<file path="src/rtl/vram_row_clear_sequencer_if.sv">
// VRAM port-A bus bundle shared by the Avalon host path and the row-clear engine.
// The slave side is the sequencer: it receives host requests and RAM read data,
// and drives the host grant and the physical RAM port.
interface vram_row_clear_sequencer_if #(
  parameter int ADDR_W = 12,
  parameter int DATA_W = 32
);
  logic                  host_req;
  logic                  host_we;
  logic [ADDR_W-1:0]     host_addr;
  logic [DATA_W-1:0]     host_wdata;
  logic [DATA_W/8-1:0]   host_be;
  logic                  host_grant;
  logic [ADDR_W-1:0]     ram_addr;
  logic [DATA_W-1:0]     ram_wdata;
  logic [DATA_W/8-1:0]   ram_be;
  logic                  ram_wren;
  logic                  ram_rden;
  logic [DATA_W-1:0]     ram_q;

  modport master (
    output host_req, host_we, host_addr, host_wdata, host_be, ram_q,
    input  host_grant, ram_addr, ram_wdata, ram_be, ram_wren, ram_rden
  );

  modport slave (
    input  host_req, host_we, host_addr, host_wdata, host_be, ram_q,
    output host_grant, ram_addr, ram_wdata, ram_be, ram_wren, ram_rden
  );
endinterface

</file>
<file path="src/rtl/vram_row_clear_sequencer.sv">
// Tetris line-clear engine working directly on text-VRAM.
// Row r occupancy is word r, its colour word is r+COLOR_BASE. A pass walks
// src from the bottom row up, drops full rows, copies surviving rows down to
// dst, then zeroes the rows left free at the top. While a pass runs the
// engine owns VRAM port A and the host path is stalled.
module vram_row_clear_sequencer #(
  parameter int ROWS       = 20,
  parameter int COLS       = 10,
  parameter int COLOR_BASE = 40,
  parameter int ADDR_W     = 12,
  parameter int DATA_W     = 32
) (
  input  logic                       CLK,
  input  logic                       RESET,
  input  logic                       start,
  output logic                       busy,
  output logic                       done,
  output logic [4:0]                 lines_cleared,
  vram_row_clear_sequencer_if.slave  bus
);

  localparam int RW = $clog2(ROWS);
  // dst carries one extra sign bit so that stepping past row 0 reads as -1
  localparam int DW = RW + 1;
  localparam logic [RW-1:0]        SRC_TOP = RW'(ROWS - 1);
  localparam logic signed [DW-1:0] DST_TOP = DW'(ROWS - 1);
  localparam logic signed [DW-1:0] ONE_S   = DW'(1);
  localparam logic [ADDR_W-1:0]    CB      = ADDR_W'(COLOR_BASE);
  localparam logic [4:0]           LC_MAX  = 5'(ROWS);

  typedef enum logic [3:0] {
    S_IDLE,
    S_RD_OCC,
    S_RD_COL,
    S_EVAL,
    S_WR_OCC,
    S_WR_COL,
    S_CLR_OCC,
    S_CLR_COL,
    S_DONE
  } state_t;

  state_t                 state_q;
  logic [RW-1:0]          src_q;
  logic signed [DW-1:0]   dst_q;
  logic signed [DW-1:0]   dst_d;
  logic [DATA_W-1:0]      occ_q;
  logic [DATA_W-1:0]      col_q;
  logic [4:0]             lc_q;
  logic                   busy_q;
  logic                   done_q;

  logic                   row_full;
  logic                   src_last;
  logic                   dst_at_src;
  logic [ADDR_W-1:0]      src_addr;
  logic [ADDR_W-1:0]      dst_addr;
  state_t                 next_keep;
  state_t                 next_dec;

  // Full-row count never exceeds the board height.
  function automatic logic [4:0] sat_inc(input logic [4:0] v);
    return (v >= LC_MAX) ? v : v + 5'd1;
  endfunction

  // Where to go once the current source row is finished: the next row up,
  // or, after row 0, either clearing the vacated top rows or finishing.
  function automatic state_t after_row(input logic last, input logic dst_neg);
    if (!last) return S_RD_OCC;
    return dst_neg ? S_DONE : S_CLR_OCC;
  endfunction

  assign row_full   = &occ_q[COLS-1:0];
  assign src_last   = (src_q == '0);
  assign dst_at_src = (dst_q[DW-1] == 1'b0) && (dst_q[RW-1:0] == src_q);
  assign dst_d      = dst_q - ONE_S;
  assign src_addr   = ADDR_W'(src_q);
  assign dst_addr   = ADDR_W'(dst_q[RW-1:0]);
  assign next_keep  = after_row(src_last, dst_q[DW-1]);
  assign next_dec   = after_row(src_last, dst_d[DW-1]);

  assign busy          = busy_q;
  assign done          = done_q;
  assign lines_cleared = lc_q;

  // Port-A mux: host passes straight through in IDLE, engine drives it otherwise.
  always_comb begin
    bus.ram_addr   = bus.host_addr;
    bus.ram_wdata  = bus.host_wdata;
    bus.ram_be     = bus.host_be;
    bus.ram_wren   = 1'b0;
    bus.ram_rden   = 1'b0;
    bus.host_grant = 1'b0;
    if (state_q == S_IDLE) begin
      // a same-cycle start takes the port away from the host
      bus.host_grant = bus.host_req & ~start;
      bus.ram_wren   = bus.host_req &  bus.host_we & ~start;
      bus.ram_rden   = bus.host_req & ~bus.host_we & ~start;
    end else begin
      bus.ram_addr  = src_addr;
      bus.ram_wdata = '0;
      bus.ram_be    = '1;
      case (state_q)
        S_RD_OCC: begin
          bus.ram_addr = src_addr;
          bus.ram_rden = 1'b1;
        end
        S_RD_COL: begin
          bus.ram_addr = src_addr + CB;
          bus.ram_rden = 1'b1;
        end
        S_WR_OCC: begin
          bus.ram_addr  = dst_addr;
          bus.ram_wdata = occ_q;
          bus.ram_wren  = 1'b1;
        end
        S_WR_COL: begin
          bus.ram_addr  = dst_addr + CB;
          bus.ram_wdata = col_q;
          bus.ram_wren  = 1'b1;
        end
        S_CLR_OCC: begin
          bus.ram_addr = dst_addr;
          bus.ram_wren = 1'b1;
        end
        S_CLR_COL: begin
          bus.ram_addr = dst_addr + CB;
          bus.ram_wren = 1'b1;
        end
        default: begin
          bus.ram_wren = 1'b0;
        end
      endcase
    end
  end

  // Capture the row words as they return from VRAM (one cycle after address).
  always_ff @(posedge CLK) begin
    if (state_q == S_RD_COL) occ_q <= bus.ram_q;
    if (state_q == S_EVAL)   col_q <= bus.ram_q;
  end

  // Pass sequencer with registered busy/done/line-count outputs.
  always_ff @(posedge CLK) begin
    if (RESET) begin
      state_q <= S_IDLE;
      busy_q  <= 1'b0;
      done_q  <= 1'b0;
      lc_q    <= '0;
      src_q   <= SRC_TOP;
      dst_q   <= DST_TOP;
    end else begin
      done_q <= 1'b0;
      case (state_q)
        S_IDLE: begin
          if (start) begin
            state_q <= S_RD_OCC;
            busy_q  <= 1'b1;
            lc_q    <= '0;
            src_q   <= SRC_TOP;
            dst_q   <= DST_TOP;
          end
        end
        S_RD_OCC: state_q <= S_RD_COL;
        S_RD_COL: state_q <= S_EVAL;
        S_EVAL: begin
          if (row_full) begin
            lc_q    <= sat_inc(lc_q);
            state_q <= next_keep;
            done_q  <= (next_keep == S_DONE);
            if (!src_last) src_q <= src_q - 1'b1;
          end else if (dst_at_src) begin
            // row already sits where it belongs: no copy needed
            dst_q   <= dst_d;
            state_q <= next_dec;
            done_q  <= (next_dec == S_DONE);
            if (!src_last) src_q <= src_q - 1'b1;
          end else begin
            state_q <= S_WR_OCC;
          end
        end
        S_WR_OCC: state_q <= S_WR_COL;
        S_WR_COL: begin
          dst_q   <= dst_d;
          state_q <= next_dec;
          done_q  <= (next_dec == S_DONE);
          if (!src_last) src_q <= src_q - 1'b1;
        end
        S_CLR_OCC: state_q <= S_CLR_COL;
        S_CLR_COL: begin
          dst_q <= dst_d;
          if (dst_d[DW-1]) begin
            state_q <= S_DONE;
            done_q  <= 1'b1;
          end else begin
            state_q <= S_CLR_OCC;
          end
        end
        S_DONE: begin
          state_q <= S_IDLE;
          busy_q  <= 1'b0;
        end
        default: begin
          state_q <= S_IDLE;
          busy_q  <= 1'b0;
        end
      endcase
    end
  end

endmodule

</file>
<file path="src/flat_wrapper.sv">
// flat-port wrapper written by rule: the top's interface ports become plain ports
module vram_row_clear_sequencer_flat 
#(
  parameter int ROWS       = 20,
  parameter int COLS       = 10,
  parameter int COLOR_BASE = 40,
  parameter int ADDR_W     = 12,
  parameter int DATA_W     = 32
)
  (CLK, RESET, start, busy, done, lines_cleared, bus_host_req, bus_host_we, bus_host_addr, bus_host_wdata, bus_host_be, bus_ram_q, bus_host_grant, bus_ram_addr, bus_ram_wdata, bus_ram_be, bus_ram_wren, bus_ram_rden);
  vram_row_clear_sequencer_if #(.ADDR_W(ADDR_W), .DATA_W(DATA_W)) bus_i ();
  input  logic CLK;
  input  logic RESET;
  input  logic start;
  output logic busy;
  output logic done;
  output logic [4:0] lines_cleared;
  input wire logic [$bits(bus_i.host_req)-1:0] bus_host_req;
  input wire logic [$bits(bus_i.host_we)-1:0] bus_host_we;
  input wire logic [$bits(bus_i.host_addr)-1:0] bus_host_addr;
  input wire logic [$bits(bus_i.host_wdata)-1:0] bus_host_wdata;
  input wire logic [$bits(bus_i.host_be)-1:0] bus_host_be;
  input wire logic [$bits(bus_i.ram_q)-1:0] bus_ram_q;
  output wire logic [$bits(bus_i.host_grant)-1:0] bus_host_grant;
  output wire logic [$bits(bus_i.ram_addr)-1:0] bus_ram_addr;
  output wire logic [$bits(bus_i.ram_wdata)-1:0] bus_ram_wdata;
  output wire logic [$bits(bus_i.ram_be)-1:0] bus_ram_be;
  output wire logic [$bits(bus_i.ram_wren)-1:0] bus_ram_wren;
  output wire logic [$bits(bus_i.ram_rden)-1:0] bus_ram_rden;
  assign bus_i.host_req = bus_host_req;
  assign bus_i.host_we = bus_host_we;
  assign bus_i.host_addr = bus_host_addr;
  assign bus_i.host_wdata = bus_host_wdata;
  assign bus_i.host_be = bus_host_be;
  assign bus_i.ram_q = bus_ram_q;
  assign bus_host_grant = bus_i.host_grant;
  assign bus_ram_addr = bus_i.ram_addr;
  assign bus_ram_wdata = bus_i.ram_wdata;
  assign bus_ram_be = bus_i.ram_be;
  assign bus_ram_wren = bus_i.ram_wren;
  assign bus_ram_rden = bus_i.ram_rden;
  vram_row_clear_sequencer #(.ROWS(ROWS), .COLS(COLS), .COLOR_BASE(COLOR_BASE), .ADDR_W(ADDR_W), .DATA_W(DATA_W)) u_core (.CLK(CLK), .RESET(RESET), .start(start), .busy(busy), .done(done), .lines_cleared(lines_cleared), .bus(bus_i));
endmodule
</file>
<file path="config.mk">
export PLATFORM = sky130hd
export DESIGN_NAME = vram_row_clear_sequencer_flat
export DESIGN_NICKNAME = d
export VERILOG_FILES = /design/src/rtl/vram_row_clear_sequencer_if.sv /design/src/rtl/vram_row_clear_sequencer.sv /design/src/flat_wrapper.sv
export SDC_FILE = /design/constraint.sdc
export NUM_CORES = 1
export LEC_CHECK = 0
export ABC_AREA = 1
export ABC_CLOCK_PERIOD_IN_PS = 2600
export BUFFER_PORTS_ARGS = -buffer_cell sky130_fd_sc_hd__buf_4
export CORE_MARGIN = 2
export CORE_UTILIZATION = 51
export CTS_CLUSTER_SIZE = 25
export DETAILED_ROUTE_END_ITERATION = 10
export MAX_ROUTING_LAYER = met4
export PLACE_DENSITY = 0.9
export SYNTH_ARGS = -nofsm -noshare
export SYNTH_HDL_FRONTEND = slang
export SYNTH_SLANG_ARGS = --single-unit
</file>
<file path="constraint.sdc">
create_clock -name CLK -period 2.6 [get_ports CLK]
set_clock_uncertainty 0.2 [all_clocks]
set_input_delay 0.52 -clock CLK [delete_from_list [all_inputs] [get_ports CLK]]
set_output_delay 0.52 -clock CLK [all_outputs]
set_load 0.05 [all_outputs]
</file>
==> results_dict.tcl, run 1 <==
set metrics [dict create \
    status "finished, violations left" \
    via_count 4069 \
    antenna_found_initial 0 \
    die-area_um2 9140 \
    placed_cells 736 \
    tightestPinTransition_ns 0.452 \
    n_antenna_cell 0 \
    wire_per_inst_um 15.6 \
    cts_root_buf "clkbuf_8" \
    netlist_instances 495 \
    max-slew-margin-rel_pct 69.9 \
    fin_setup_tns_ns -0.00736 \
    maxCapViolCount 0 \
    port_buffers 142 \
    ios 143 \
    clkSinkCount 86 \
    die_w_um 95.6 \
    power_leakage_nw 2.69 \
    finalSetupViolations 1 \
    die_h_um 95.6 \
    cp.arrival_ns 1.89 \
    crit_required_ns 1.88 \
    mostFrequentLayoutCell "nand2_1" \
    cts_buffer_depth 2 \
    viasPerCell 5.34 \
    fin_hold_ws_ns 0.151 \
    clk_pin_slew_worst_paths_ns 0.09 \
    yosysTopAreaCellShare_pct 44.9 \
    hold_buffers 0 \
    syn_to_final_growth_pct 41.4 \
    track_usage_pct 24.6 \
    drive_above_1_share_pct 34.2 \
    rsz0062_at_grt "true" \
    ys_seq_elements 86 \
    hp-class "in -> reg" \
    avgSynthCellArea_um2 8.64 \
    setup_slack_ns -0.00736 \
    firstDrtPassIters 4 \
    synth_area_leaders "edfxtp_1, nand2_1, dfxtp_1" \
    endpoint_kind "output pin" \
    final_cell_mix "nand2_1, buf_4, edfxtp_1" \
    yosysWarnings 0 \
    timing.fmax_ghz 0.384 \
    hold_viol_final 0 \
    drc 0 \
    syn-num-nets 586 \
    min_period_ns 2.61 \
    path_class "reg -> out" \
    grt_pass1_vias 3784 \
    fp-row-count 33 \
    peakVddDrop_mv 0.375 \
    crit_fanout 5 \
    core_um2 8180 \
    drv_slew 0 \
    wl_mm 11.9 \
    synth_area_um2 4280 \
    ant_nets 0 \
    htree_num_levels 3 \
    power_density_nw_per_um2 649 \
    synth_edf_count 64 \
    start_util_pct 52.3 \
    grt_max_degree 34 \
    synth_area_leader_cell "edfxtp_1" \
    instances_no_fill 762 \
    nets 743 \
    synth_ff_type "edfxtp_1" \
    violations "setup timing" \
    final_util_pct 74.0 \
    hpwl_mm 8.23 \
    cts_tree "done" \
    place.gp.congestion 0.924 \
    ys_types 37 \
    cts_buffers 9 \
    overflow 0 \
    synthArstFlopShare_pct 0 \
    grt_pass1_wl_mm 17.0 \
    fin_crit_sh_pct 100 \
    yosysSeqAreaShare_pct 55.2 \
    drt_iter0_markers 256 \
    clk_latency_ns 0.35 \
    fillerInstances 556 \
    start_kind "flop" \
]
==> area by class of cell <==
class	count	area, um2	area share, %
Clock buffer	9	124	2.05
Clock inverter	7	97.6	1.61
Inverter	41	161	2.67
Multi-Input combinational cell	355	1760	29.0
Sequential cell	86	2370	39.2
Tap cell	105	131	2.17
Timing Repair Buffer	159	1410	23.3
==> cell families (layout without fill, tap and decap cells) <==
family,count (synthesis),count (layout),share of synthesized area (%)
XOR/XNOR,5,5,1.02
adder cells (fa/ha/maj),6,6,1.75
AND/OR/NAND/NOR,300,300,31.1
flip-flops,86,86,55.2
AO/OA/AOI/OAI,44,44,5.94
buffers and inverters,54,216,4.94
==> metal layers <==
layer | vias up | track usage (%) | wire length, um
met5 | - | - | 0
met4 | 0 | 10.6 | 257
met3 | 25 | 2.61 | 518
met2 | 131 | 43.9 | 6410
met1 | 1955 | 28.0 | 4690
li1 | 1958 | - | -
==> registers in the layout, summed over array words and instances (netlist names) <==
register,flops
u_core.busy,1
u_core.dst_q,6
u_core.src_q,5
u_core.done,1
u_core.col_q,32
u_core.occ_q,32
u_core.state_q,4
u_core.lines_cleared,5
==> through the flow <==
step	cell area [um2]	power, W	worst slack (ns)
2_1_floorplan	4290	0.00240	-0.107
3_3_place_gp	5520	0.00277	0.277
3_5_place_dp	5520	0.00280	0.204
4_1_cts	5800	0.00383	-0.0118
5_1_grt	6050	0.00407	-0.0810
6_report	6050	0.00392	-0.00736
==> path summary, 6_finish.rpt <==
check	depth (start not counted)	slack, ns	to	startpoint
worst min-delay path	1	0.15	u_core.col_q[7]$_DFFE_PP_	bus_ram_q[7]
worst min register to register	2	0.29	u_core.lines_cleared[4]$_SDFFE_PP0P_	u_core.lines_cleared[4]$_SDFFE_PP0P_
worst max register to register	12	0.61	u_core.dst_q[4]$_SDFFE_PP1P_	u_core.state_q[3]$_SDFFE_PP0N_
worst max-delay path	9	-0.007	bus_ram_addr[4]	u_core.state_q[2]$_SDFFE_PP0N_
==> worst max-delay path: stages (launching register included) <==
cell and delay [ns]:
dfxtp_4 0.38, inv_2 0.04, nor2_4 0.12, nand2_2 0.12
nand2_2 0.10, o21ai_2 0.06, ha_1 0.29, a21oi_2 0.05
a31oi_2 0.19, buf_6 0.19
==> power breakdown <==
group          internal, W  total [W]  switching, W  leakage [nW]
registers          0.00154    0.00159     0.0000457         0.762
logic             0.000462    0.00130      0.000842          1.82
clock network     0.000546    0.00103      0.000488         0.113
==> cell usage after synthesis (all sizes together), types with 2 or more instances <==
library cell	number
nand2	180
nand3	65
edfxtp	64
nor2	42
inv	40
a21oi	23
dfxtp	22
o21ai	16
clkbuf	8
ha	6
buf	5
or2	4
xor2	4
nand4	3
nand3b	2
nor3	2
==> timing repair <==
item | CTS | global route
cloned | 0 | 2
endpoints found under the setup margin | 37 | 37
setup buffers | 1 | 7
resized for setup | 18 | 41
pin swaps | 1 | 8
No activity file was read; power rests on OpenSTA's default activity.
==> run 2: changes to the inputs <==
--- a/config.mk
+++ b/config.mk
@@ -9,11 +9,10 @@
 export ABC_CLOCK_PERIOD_IN_PS = 2600
 export BUFFER_PORTS_ARGS = -buffer_cell sky130_fd_sc_hd__buf_4
 export CORE_MARGIN = 2
-export CORE_UTILIZATION = 51
+export CORE_UTILIZATION = 35
 export CTS_CLUSTER_SIZE = 25
 export DETAILED_ROUTE_END_ITERATION = 10
 export MAX_ROUTING_LAYER = met4
-export PLACE_DENSITY = 0.9
 export SYNTH_ARGS = -nofsm -noshare
 export SYNTH_HDL_FRONTEND = slang
 export SYNTH_SLANG_ARGS = --single-unit
==> results_dict.tcl, run 2 (synthesis results as in run 1) <==
set metrics [dict create \
    status "finished clean" \
    die_h_um 115 \
    cts_buffers 9 \
    endpoint_kind "output pin" \
    hp-class "in -> reg" \
    drive_above_1_share_pct 33.1 \
    rsz0062_at_grt "false" \
    cts_buffer_depth 2 \
    hp-start "bus_ram_q[19]" \
    mostFrequentLayoutCell "nand2_1" \
    r2r_cells 7 \
    cts_root_buf "clkbuf_16" \
    power_w 0.00406 \
    die-area_um2 13100 \
    ff_latch_area_um2 2370 \
    min_period_ns 2.51 \
    clkSinkCount 86 \
    wl_mm 11.4 \
    maxCapViolCount 0 \
    path_class "reg -> out" \
    drc 0 \
    grt_pass1_wl_mm 17.7 \
    multiInputGateArea_um2 1740 \
    min_to "u_core.col_q[19]$_DFFE_PP_" \
    start_util_pct 35.8 \
    via_count 3794 \
    core_um2 12000 \
    hpwl_mm 8.48 \
    hold_buffers 0 \
    port_buffers 142 \
    ios 143 \
    placed_area_um2 5570 \
    grt_pass1_vias 3655 \
    crit_buf_inv 2 \
    reg2reg_to "u_core.lines_cleared[2]$_SDFFE_PP0P_" \
    critPathMaxStageDelay_ns 0.37 \
    whs_path_depth 1 \
    max-slew-margin-rel_pct 70.9 \
    final_cell_mix "nand2_1, buf_4, edfxtp_1" \
    dp_worst_setup_slack_ns 0.216 \
    track_usage_pct 17.9 \
    viasPerCell 4.73 \
    clk_pin_slew_worst_paths_ns 0.06 \
    htree_num_levels 3 \
    cts_tree "done" \
    setup_slack_ns 0.0939 \
    fp-row-count 40 \
    die_w_um 115 \
    clk_latency_ns 0.34 \
    fin_area_um2 6020 \
    wire_per_inst_um 14.2 \
    ant_nets 0 \
    syn_to_final_growth_pct 40.8 \
    slowest_stage "dfxtp_4" \
    place.gp.congestion 0.825 \
    peakVddDrop_mv 0.276 \
    path_cells "inv_2 -> nor2_4 -> nand2_2 -> nand2_1 -> o21ai_1 -> ha_1 -> a21oi_2 -> a31oi_2 -> buf_6" \
    crit_required_ns 1.88 \
    crit_fanout 6 \
    cp.arrival_ns 1.79 \
    top_regs "u_core.col_q: 32 flops, u_core.occ_q: 32 flops, u_core.dst_q: 6 flops" \
    fin_crit_sh_pct 96.4 \
    r2r_slack_ns 0.64 \
    firstDrtPassIters 4 \
    fillerInstances 1145 \
    grt_max_degree 33 \
    n_antenna_cell 0 \
    timing.fmax_ghz 0.399 \
    drv_slew 0 \
    antenna_found_initial 0 \
    hold_viol_final 0 \
    drt_iter0_markers 202 \
    power_density_nw_per_um2 673 \
    start_kind "flop" \
    crit_family "flip-flops" \
    fin_setup_tns_ns 0 \
    overflow 0 \
    finalSetupViolations 0 \
    rr_startpoint "u_core.state_q[1]$_SDFFE_PP0N_" \
    power_leakage_nw 2.69 \
    tightestPinTransition_ns 0.436 \
    nets 741 \
]
[run 2: layer usage]
layer	up-vias	global-route usage [%]	routed length, um
met5	-	-	0
met4	0	7.89	299
met3	17	3.76	651
met2	98	29.2	5510
met1	1725	21.4	4900
li1	1954	-	-
[run 2: repair_timing]
action                     4_1_cts  5_1_grt
setup endpoints to repair       35       37
resized for setup               15       17
setup buffers                    4        2
pin swaps                        2        2
cloned                           0        1
[run 2: power breakdown]
part           switching [W]  total [W]  internal (W)
logic               0.000816    0.00123      0.000414
clock network       0.000500    0.00124      0.000740
registers          0.0000428    0.00159       0.00154
total                0.00136    0.00406       0.00270
[run 2: final cells by class]
class	count	area share (%)
sequential	86	39.3
multi-input combinational	355	28.9
timing repair buffer	157	21.3
clock buffer	10	3.80
tap	147	3.05
inverter	41	2.62
clock inverter	6	0.997
[run 2: how the worst max path moves through the flow]
stage | from | to | slack, ns | depth (start not counted)
2_1_floorplan | u_core.state_q[0]$_SDFFE_PP0N_ | bus_ram_addr[0] | -0.11 | 5
3_5_place_dp | u_core.state_q[2]$_SDFFE_PP0N_ | bus_ram_addr[4] | 0.22 | 8
4_1_cts | u_core.state_q[2]$_SDFFE_PP0N_ | bus_ram_wdata[13] | 0.0003 | 9
5_1_grt | u_core.state_q[2]$_SDFFE_PP0N_ | bus_ram_addr[4] | 0.008 | 9
3_3_place_gp | u_core.state_q[2]$_SDFFE_PP0N_ | bus_ram_wdata[9] | 0.24 | 9
6_report | u_core.state_q[2]$_SDFFE_PP0N_ | bus_ram_addr[4] | 0.09 | 9
[run 2: metrics by stage]
stage	instances	utilization (%)	hold WS, ns
6_report	802	50.4	0.164
5_1_grt	802	50.4	0.156
4_1_cts	799	49.6	0.156
3_5_place_dp	779	46.6	0.277
3_3_place_gp	779	46.6	0.271
2_1_floorplan	495	-	0.251
